==> config.mk <==
export PLATFORM = sky130hd
export DESIGN_NAME = uart_rx_deframer_flat
export DESIGN_NICKNAME = d
export VERILOG_FILES = /design/src/rtl/uart_pkg.sv /design/src/rtl/uart_rx_deframer_if.sv /design/src/rtl/uart_rx_sampler.sv /design/src/rtl/uart_rx_deframer.sv /design/src/flat_wrapper.sv
export SDC_FILE = /design/constraint.sdc
export NUM_CORES = 1
export LEC_CHECK = 0
export ABC_AREA = 1
export ABC_CLOCK_PERIOD_IN_PS = 2300
export BUFFER_PORTS_ARGS = -buffer_cell sky130_fd_sc_hd__buf_2
export CELL_PAD_IN_SITES_DETAIL_PLACEMENT = 1
export CELL_PAD_IN_SITES_GLOBAL_PLACEMENT = 1
export CORE_MARGIN = 2
export CORE_UTILIZATION = 30
export CTS_CLUSTER_SIZE = 24
export DETAILED_ROUTE_END_ITERATION = 7
export PLACE_DENSITY = 0.63
export SLEW_MARGIN = 25
export SYNTH_ARGS = -nofsm -noshare
export SYNTH_HDL_FRONTEND = slang
export SYNTH_SLANG_ARGS = --single-unit
==> constraint.sdc <==
create_clock -name clock -period 2.3 [get_ports clock]
set_input_delay 0.23 -clock clock [delete_from_list [all_inputs] [get_ports clock]]
set_output_delay 0.23 -clock clock [all_outputs]
set_load 0.05 [all_outputs]
==> src/rtl/uart_pkg.sv <==
// Shared definitions for the UART receive path: parity-type codes,
// receive FSM state encoding, frame width and a 3-input majority helper.
package uart_pkg;

    localparam logic [1:0] PAR_NOPARITY00 = 2'b00;
    localparam logic [1:0] PAR_ODD        = 2'b01;
    localparam logic [1:0] PAR_EVEN       = 2'b10;
    localparam logic [1:0] PAR_NOPARITY11 = 2'b11;

    localparam int DATA_BITS = 8;

    typedef enum logic [2:0] {
        IDLE   = 3'd0,
        START  = 3'd1,
        DATA   = 3'd2,
        PARITY = 3'd3,
        STOP   = 3'd4
    } rx_state_e;

    function automatic logic maj3(input logic a, input logic b, input logic c);
        return (a & b) | (a & c) | (b & c);
    endfunction

    function automatic logic has_parity(input logic [1:0] ptype);
        return (ptype == PAR_ODD) || (ptype == PAR_EVEN);
    endfunction

endpackage

==> src/rtl/uart_rx_deframer_if.sv <==
// Bundle between the UART receive deframer and its surroundings.
// master: the deframer (consumes line/tick/config, produces frame fields).
// slave : the environment (drives line/tick/config, reads frame fields).
interface uart_rx_deframer_if;

    logic       baud_tick;
    logic       rx_serial;
    logic [1:0] parity_type;
    logic [7:0] raw_data;
    logic       start_bit;
    logic       parity_bit;
    logic       stop_bit;
    logic       recieved_flag;
    logic       active_flag;

    modport master (
        input  baud_tick,
        input  rx_serial,
        input  parity_type,
        output raw_data,
        output start_bit,
        output parity_bit,
        output stop_bit,
        output recieved_flag,
        output active_flag
    );

    modport slave (
        output baud_tick,
        output rx_serial,
        output parity_type,
        input  raw_data,
        input  start_bit,
        input  parity_bit,
        input  stop_bit,
        input  recieved_flag,
        input  active_flag
    );

endinterface

==> src/rtl/uart_rx_sampler.sv <==
// Oversampling bit sampler: rx synchronizer, falling-edge detector,
// per-bit tick counter and 3-sample mid-bit majority voter.
// Ports: clock, reset_n (sync, active-low), baud_tick, rx_serial (async),
//   clear (restart bit timing), run (count ticks) ->
//   start_edge (1->0 on synced rx), bit_valid (vote resolved, 1 clock),
//   bit_value (voted value, valid with bit_valid), bit_end (last tick of bit).
module uart_rx_sampler
    import uart_pkg::*;
#(
    parameter int OVERSAMPLE  = 16,
    parameter int SYNC_STAGES = 2
) (
    input  logic clock,
    input  logic reset_n,
    input  logic baud_tick,
    input  logic rx_serial,
    input  logic clear,
    input  logic run,
    output logic start_edge,
    output logic bit_valid,
    output logic bit_value,
    output logic bit_end
);

    localparam int H  = OVERSAMPLE / 2;
    localparam int CW = $clog2(OVERSAMPLE);

    localparam logic [CW-1:0] T_LO  = CW'(H - 1);
    localparam logic [CW-1:0] T_MID = CW'(H);
    localparam logic [CW-1:0] T_HI  = CW'(H + 1);
    localparam logic [CW-1:0] T_END = CW'(OVERSAMPLE - 1);

    logic [SYNC_STAGES-1:0] sync_q, sync_d;
    logic                   prev_q, prev_d;
    logic [CW-1:0]          tick_cnt_q, tick_cnt_d;
    logic                   vote0_q, vote0_d;
    logic                   vote1_q, vote1_d;
    logic                   rx_s;
    logic                   tick_en;

    always_comb begin
        rx_s       = sync_q[SYNC_STAGES-1];
        sync_d     = {sync_q[SYNC_STAGES-2:0], rx_serial};
        prev_d     = rx_s;
        // A tick landing on the restart clock is dropped: clear wins.
        tick_en    = run & baud_tick & ~clear;
        tick_cnt_d = tick_cnt_q;
        vote0_d    = vote0_q;
        vote1_d    = vote1_q;
        if (clear) begin
            tick_cnt_d = '0;
        end else if (tick_en) begin
            tick_cnt_d = (tick_cnt_q == T_END) ? '0 : tick_cnt_q + 1'b1;
        end
        if (tick_en && tick_cnt_q == T_LO) vote0_d = rx_s;
        if (tick_en && tick_cnt_q == T_MID) vote1_d = rx_s;
    end

    // Third vote is the live sample, so the result is ready on the H+1 tick.
    assign start_edge = prev_q & ~rx_s;
    assign bit_valid  = tick_en && (tick_cnt_q == T_HI);
    assign bit_value  = maj3(vote0_q, vote1_q, rx_s);
    assign bit_end    = tick_en && (tick_cnt_q == T_END);

    always_ff @(posedge clock) begin
        if (!reset_n) begin
            sync_q     <= '1;
            prev_q     <= 1'b1;
            tick_cnt_q <= '0;
            vote0_q    <= 1'b0;
            vote1_q    <= 1'b0;
        end else begin
            sync_q     <= sync_d;
            prev_q     <= prev_d;
            tick_cnt_q <= tick_cnt_d;
            vote0_q    <= vote0_d;
            vote1_q    <= vote1_d;
        end
    end

endmodule

==> src/rtl/uart_rx_deframer.sv <==
// UART receive deframer: start/data/parity/stop sequencing on top of the
// oversampling sampler; presents the raw frame fields to the error checker.
// Ports: clock, reset_n (sync, active-low), bus (uart_rx_deframer_if.master):
//   in  baud_tick, rx_serial, parity_type
//   out raw_data, start_bit, parity_bit, stop_bit, recieved_flag, active_flag
module uart_rx_deframer
    import uart_pkg::*;
#(
    parameter int OVERSAMPLE  = 16,
    parameter int SYNC_STAGES = 2
) (
    input  logic                  clock,
    input  logic                  reset_n,
    uart_rx_deframer_if.master    bus
);

    localparam int BCW = $clog2(DATA_BITS);

    rx_state_e            state_q, state_d;
    logic [BCW-1:0]       bit_cnt_q, bit_cnt_d;
    logic [DATA_BITS-1:0] shift_q, shift_d;
    logic [1:0]           ptype_q, ptype_d;
    logic                 start_val_q, start_val_d;
    logic                 par_val_q, par_val_d;
    logic [DATA_BITS-1:0] raw_data_q, raw_data_d;
    logic                 start_bit_q, start_bit_d;
    logic                 parity_bit_q, parity_bit_d;
    logic                 stop_bit_q, stop_bit_d;
    logic                 recv_q, recv_d;
    logic                 active_q, active_d;

    logic start_edge;
    logic bit_valid;
    logic bit_value;
    logic bit_end;
    logic clear;
    logic run;

    assign clear = (state_q == IDLE) & start_edge;
    assign run   = (state_q != IDLE);

    uart_rx_sampler #(
        .OVERSAMPLE  (OVERSAMPLE),
        .SYNC_STAGES (SYNC_STAGES)
    ) u_sampler (
        .clock      (clock),
        .reset_n    (reset_n),
        .baud_tick  (bus.baud_tick),
        .rx_serial  (bus.rx_serial),
        .clear      (clear),
        .run        (run),
        .start_edge (start_edge),
        .bit_valid  (bit_valid),
        .bit_value  (bit_value),
        .bit_end    (bit_end)
    );

    always_comb begin
        state_d      = state_q;
        bit_cnt_d    = bit_cnt_q;
        shift_d      = shift_q;
        ptype_d      = ptype_q;
        start_val_d  = start_val_q;
        par_val_d    = par_val_q;
        raw_data_d   = raw_data_q;
        start_bit_d  = start_bit_q;
        parity_bit_d = parity_bit_q;
        stop_bit_d   = stop_bit_q;
        recv_d       = recv_q;
        active_d     = active_q;
        unique case (state_q)
            IDLE: begin
                if (start_edge) begin
                    state_d   = START;
                    bit_cnt_d = '0;
                    ptype_d   = bus.parity_type;
                    // Preset so a no-parity frame reports parity_bit=1.
                    par_val_d = 1'b1;
                    active_d  = 1'b1;
                    recv_d    = 1'b0;
                end
            end
            START: begin
                if (bit_valid) start_val_d = bit_value;
                if (bit_end) begin
                    state_d   = DATA;
                    bit_cnt_d = '0;
                end
            end
            DATA: begin
                if (bit_valid) shift_d = {bit_value, shift_q[DATA_BITS-1:1]};
                if (bit_end) begin
                    if (bit_cnt_q == BCW'(DATA_BITS - 1)) begin
                        state_d = has_parity(ptype_q) ? PARITY : STOP;
                    end else begin
                        bit_cnt_d = bit_cnt_q + 1'b1;
                    end
                end
            end
            PARITY: begin
                if (bit_valid) par_val_d = bit_value;
                if (bit_end) state_d = STOP;
            end
            STOP: begin
                // Finish at mid stop bit so a zero-idle next start is caught.
                if (bit_valid) begin
                    raw_data_d   = shift_q;
                    start_bit_d  = start_val_q;
                    parity_bit_d = par_val_q;
                    stop_bit_d   = bit_value;
                    recv_d       = 1'b1;
                    active_d     = 1'b0;
                    state_d      = IDLE;
                end
            end
            default: state_d = IDLE;
        endcase
    end

    always_ff @(posedge clock) begin
        if (!reset_n) begin
            state_q      <= IDLE;
            bit_cnt_q    <= '0;
            shift_q      <= '0;
            ptype_q      <= PAR_NOPARITY00;
            start_val_q  <= 1'b0;
            par_val_q    <= 1'b1;
            raw_data_q   <= '0;
            start_bit_q  <= 1'b0;
            parity_bit_q <= 1'b1;
            stop_bit_q   <= 1'b1;
            recv_q       <= 1'b0;
            active_q     <= 1'b0;
        end else begin
            state_q      <= state_d;
            bit_cnt_q    <= bit_cnt_d;
            shift_q      <= shift_d;
            ptype_q      <= ptype_d;
            start_val_q  <= start_val_d;
            par_val_q    <= par_val_d;
            raw_data_q   <= raw_data_d;
            start_bit_q  <= start_bit_d;
            parity_bit_q <= parity_bit_d;
            stop_bit_q   <= stop_bit_d;
            recv_q       <= recv_d;
            active_q     <= active_d;
        end
    end

    assign bus.raw_data      = raw_data_q;
    assign bus.start_bit     = start_bit_q;
    assign bus.parity_bit    = parity_bit_q;
    assign bus.stop_bit      = stop_bit_q;
    assign bus.recieved_flag = recv_q;
    assign bus.active_flag   = active_q;

endmodule
==> src/flat_wrapper.sv <==
// flat-port wrapper written by rule: the top's interface ports become plain ports
module uart_rx_deframer_flat import uart_pkg::*;
#(
    parameter int OVERSAMPLE  = 16,
    parameter int SYNC_STAGES = 2
)
  (clock, reset_n, bus_baud_tick, bus_rx_serial, bus_parity_type, bus_raw_data, bus_start_bit, bus_parity_bit, bus_stop_bit, bus_recieved_flag, bus_active_flag);
  uart_rx_deframer_if bus_i ();
  input  logic clock;
  input  logic reset_n;
  input wire logic [$bits(bus_i.baud_tick)-1:0] bus_baud_tick;
  input wire logic [$bits(bus_i.rx_serial)-1:0] bus_rx_serial;
  input wire logic [$bits(bus_i.parity_type)-1:0] bus_parity_type;
  output wire logic [$bits(bus_i.raw_data)-1:0] bus_raw_data;
  output wire logic [$bits(bus_i.start_bit)-1:0] bus_start_bit;
  output wire logic [$bits(bus_i.parity_bit)-1:0] bus_parity_bit;
  output wire logic [$bits(bus_i.stop_bit)-1:0] bus_stop_bit;
  output wire logic [$bits(bus_i.recieved_flag)-1:0] bus_recieved_flag;
  output wire logic [$bits(bus_i.active_flag)-1:0] bus_active_flag;
  assign bus_i.baud_tick = bus_baud_tick;
  assign bus_i.rx_serial = bus_rx_serial;
  assign bus_i.parity_type = bus_parity_type;
  assign bus_raw_data = bus_i.raw_data;
  assign bus_start_bit = bus_i.start_bit;
  assign bus_parity_bit = bus_i.parity_bit;
  assign bus_stop_bit = bus_i.stop_bit;
  assign bus_recieved_flag = bus_i.recieved_flag;
  assign bus_active_flag = bus_i.active_flag;
  uart_rx_deframer #(.OVERSAMPLE(OVERSAMPLE), .SYNC_STAGES(SYNC_STAGES)) u_core (.clock(clock), .reset_n(reset_n), .bus(bus_i));
endmodule
==> impl_results.md <==
- Status: finished clean
- FF/Latch Area: 801 µm²
- Mapped Nets: 241
- Synthesis-stage register bit count: 40
- Drt initial violations: 52
- Fin area: 0.00203 mm²
- Top delay family on crit path: simple AND/OR/NAND/NOR gates
- Die H: 80.4 µm
- Synthesized area: 0.00175 mm²
- Total clock buffers created by CTS: 5
- Commonest non-fill, non-tap cell in the layout: dfxtp_1
- Antenna violations before repair: 0
- FP Rows: 27
- Worst Tran Pin Value: 0.504 ns
- Largest cells by area after synthesis: dfxtp_1, nand2_1, a21oi_1
- Multi-input gate area: 790 µm²
- DP Area: 0.00191 mm²
- Remaining Overflow, GRT: 0
- Max-slew headroom: 0.664
- Vias after detailed routing: 1498
- Initial cell density of the core: 0.314
- Critical R2R Launch: u_core.u_sampler.tick_cnt_q[0]$_SDFFE_PP0P_
- Post-layout total power: 0.00193 W
- Worst min path class: input port to flip-flop
- Final Hold Viols: 0
- Top Ports: 19
- CP max stage cell: dfxtp_1
- Register area share after synthesis: 0.457
- Vias in the first global route: 1461
- Asr flop ratio synth: 0
- Fmax: 593 MHz
- Setup CP Type: flip-flop to flip-flop
- Largest net degree at the start of global routing: 31
- Setup crit start kind: flip-flop
- Unrepaired setup endpoints after global routing: no
- Share of layout cells above drive strength 1: 0.183
- CTS root buf: clkbuf_8
- WL per Instance: 12.6 µm
- Tot GR Track Use: 0.136
- Input/output buffers: 18
- EDFF count, synth: 0
- Power Dens Cells: 947 mW/mm²
- Final core occ: 0.365
- Critical Path Max Stage Delay: 0.42 ns
- Count of cell types in the netlist: 27
- Drt pass-1 iters: 4
- CP max FO: 18
- Commonest non-fill, non-tap cells in the layout: dfxtp_1, nand2_1, inv_1
- # diodes: 0
- Worst r2r dst: u_core.bus.stop_bit$_SDFFE_PN1P_
- Global route hottest layer: met2
- Worst Setup End Kind: flip-flop
- Leak: 0.908 nW
- GR Util met3: 0.0281
- Tcrit/Tclk final: 0.734
- Insertion delay to the later sink of the worst-skew pair: 0.29 ns
- M2 GR Usage: 0.223
- Critical path buffer and inverter count: 2
- Shortest period the worst path allows: 1.69 ns
- Worst hold stages: 2
- Worst path required time: 2.46 ns
- Fin. max-slew vios: 0
- R2R Setup Slk: 0.61 ns
- Min-delay src: bus_rx_serial
- Fin worst setup slack: 0.613 ns
- Hold buffers post-CTS: 0
- Count of final setup violators: 0
- Fin nets: 262
- Setup TNS: 0 ns
- TritonCTS clock tree: yes
- Synth top area share: 0.457
- Post-Route WL: 4060 µm
- H-tree levels: 2
- Core Area: 0.00557 mm²
- CP arrival: 1.85 ns
- Die Width: 80.4 µm
- Synth Flop Type: dfxtp_1
- M1 GR Usage: 0.179
- Clock buffer depth: 2
- Cts repair resizes: 0
- GPL Wtd Cong: 0.743
- DRC violations left: 0
- Worst r2r path cells: 8
- Syn avg cell area: 7.62 µm²
- Clock Sinks: 40
- Dpl hpwl: 2940 µm
- Routed vias/inst: 4.64
- Worst slack at placement: 0.596 ns
- Post-CTS setup buffer count: 0
- Post-DRT Antenna Nets: 0
- Area leader, netlist: dfxtp_1
- Cells after Synth: 230
- CTS clk-pin slew, worst paths: 0.08 ns
- Skew final: 0.00478 ns
- Yosys warning total: 0
- Area delta synth->final: 16.1%
- Min-Delay Endpoint: u_core.u_sampler.sync_q[0]$_SDFF_PN1_
- Max cap viols: 0
- DIE AREA: 0.00647 mm²
- Max IR drop VDD: 0.000327 V
- Fillcell total: 705
- First-pass GRT wire length: 6800 µm
- Worst path cell trace: ha_1 -> inv_1 -> nor2_2 -> nand3_4 -> nor2_4 -> inv_2 -> nand2_1 -> o211ai_1
[per-stage QoR]
stage / cells / hold WS (ns)
6_report: 323 / 0.126
5_1_grt: 323 / 0.128
4_1_cts: 323 / 0.118
3_5_place_dp: 316 / 0.405
3_3_place_gp: 316 / 0.399
2_1_floorplan: 230 / 0.337
[power by group]
part / internal (W) / switching (W)
logic: 0.000146 / 0.000310
clock network: 0.000427 / 0.000249
registers: 0.000745 / 0.0000500
total: 0.00132 / 0.000609
[Yosys cell counts (2+ instances only)]
cell	instances
dfxtp_1	40
nand2_1	39
inv_1	30
a21oi_1	25
nor2_1	24
o21ai_0	23
nand3_1	11
ha_1	5
inv_2	4
o21ai_2	4
nor2_2	3
a21oi_2	2
buf_6	2
clkbuf_1	2
nand4_1	2
nor2_4	2
or2_2	2
[logic make-up after synthesis]
family,synth area share
DFF,0.457
AOI/OAI and AO/OA,0.178
adders and majority gates,0.0357
and+or+nand+nor,0.236
buffers and inverters,0.0928
[sequential cells by signal, indices dropped and copies added (netlist names)]
signal / flops
u_core.u_sampler.sync_q: 2
u_core.bus.parity_bit: 1
u_core.par_val_q: 1
u_core.u_sampler.vote1_q: 1
u_core.bus.raw_data: 8
u_core.ptype_q: 2
u_core.start_val_q: 1
u_core.u_sampler.tick_cnt_q: 4
u_core.bus.recieved_flag: 1
u_core.state_q: 3
u_core.shift_q: 8
u_core.bus.active_flag: 1
u_core.bus.start_bit: 1
u_core.bit_cnt_q: 3
u_core.u_sampler.prev_q: 1
u_core.u_sampler.vote0_q: 1
u_core.bus.stop_bit: 1
[layer usage]
layer	routed length, µm	vias to the layer above
met2	1940	15
met1	2000	699
met5	0	-
li1	-	780
met4	31	0
met3	88	4
[area by class of cell]
class / count / share of cell area
Timing Repair Buffer: 19 / 0.0480
Inverter: 34 / 0.0627
Sequential cell: 40 / 0.394
Clock inverter: 2 / 0.0295
Multi-Input combinational cell: 151 / 0.388
Clock buffer: 5 / 0.0338
Tap cell: 72 / 0.0443
[worst max path at each step]
stage,slack [ns],cells after the start,endpoint,start
after floorplan,0.97,8,u_core.bus.stop_bit$_SDFFE_PN1P_,u_core.u_sampler.tick_cnt_q[0]$_SDFFE_PP0P_
after global placement,0.65,8,u_core.bus.stop_bit$_SDFFE_PN1P_,u_core.u_sampler.tick_cnt_q[0]$_SDFFE_PP0P_
after detailed placement,0.60,8,u_core.bus.stop_bit$_SDFFE_PN1P_,u_core.u_sampler.tick_cnt_q[0]$_SDFFE_PP0P_
after CTS,0.58,8,u_core.bus.stop_bit$_SDFFE_PN1P_,u_core.u_sampler.tick_cnt_q[0]$_SDFFE_PP0P_
after global routing,0.45,8,u_core.bus.raw_data[0]$_SDFFE_PN0P_,u_core.u_sampler.tick_cnt_q[0]$_SDFFE_PP0P_
final,0.61,8,u_core.bus.stop_bit$_SDFFE_PN1P_,u_core.u_sampler.tick_cnt_q[0]$_SDFFE_PP0P_
(Power assumes the default switching activity.)
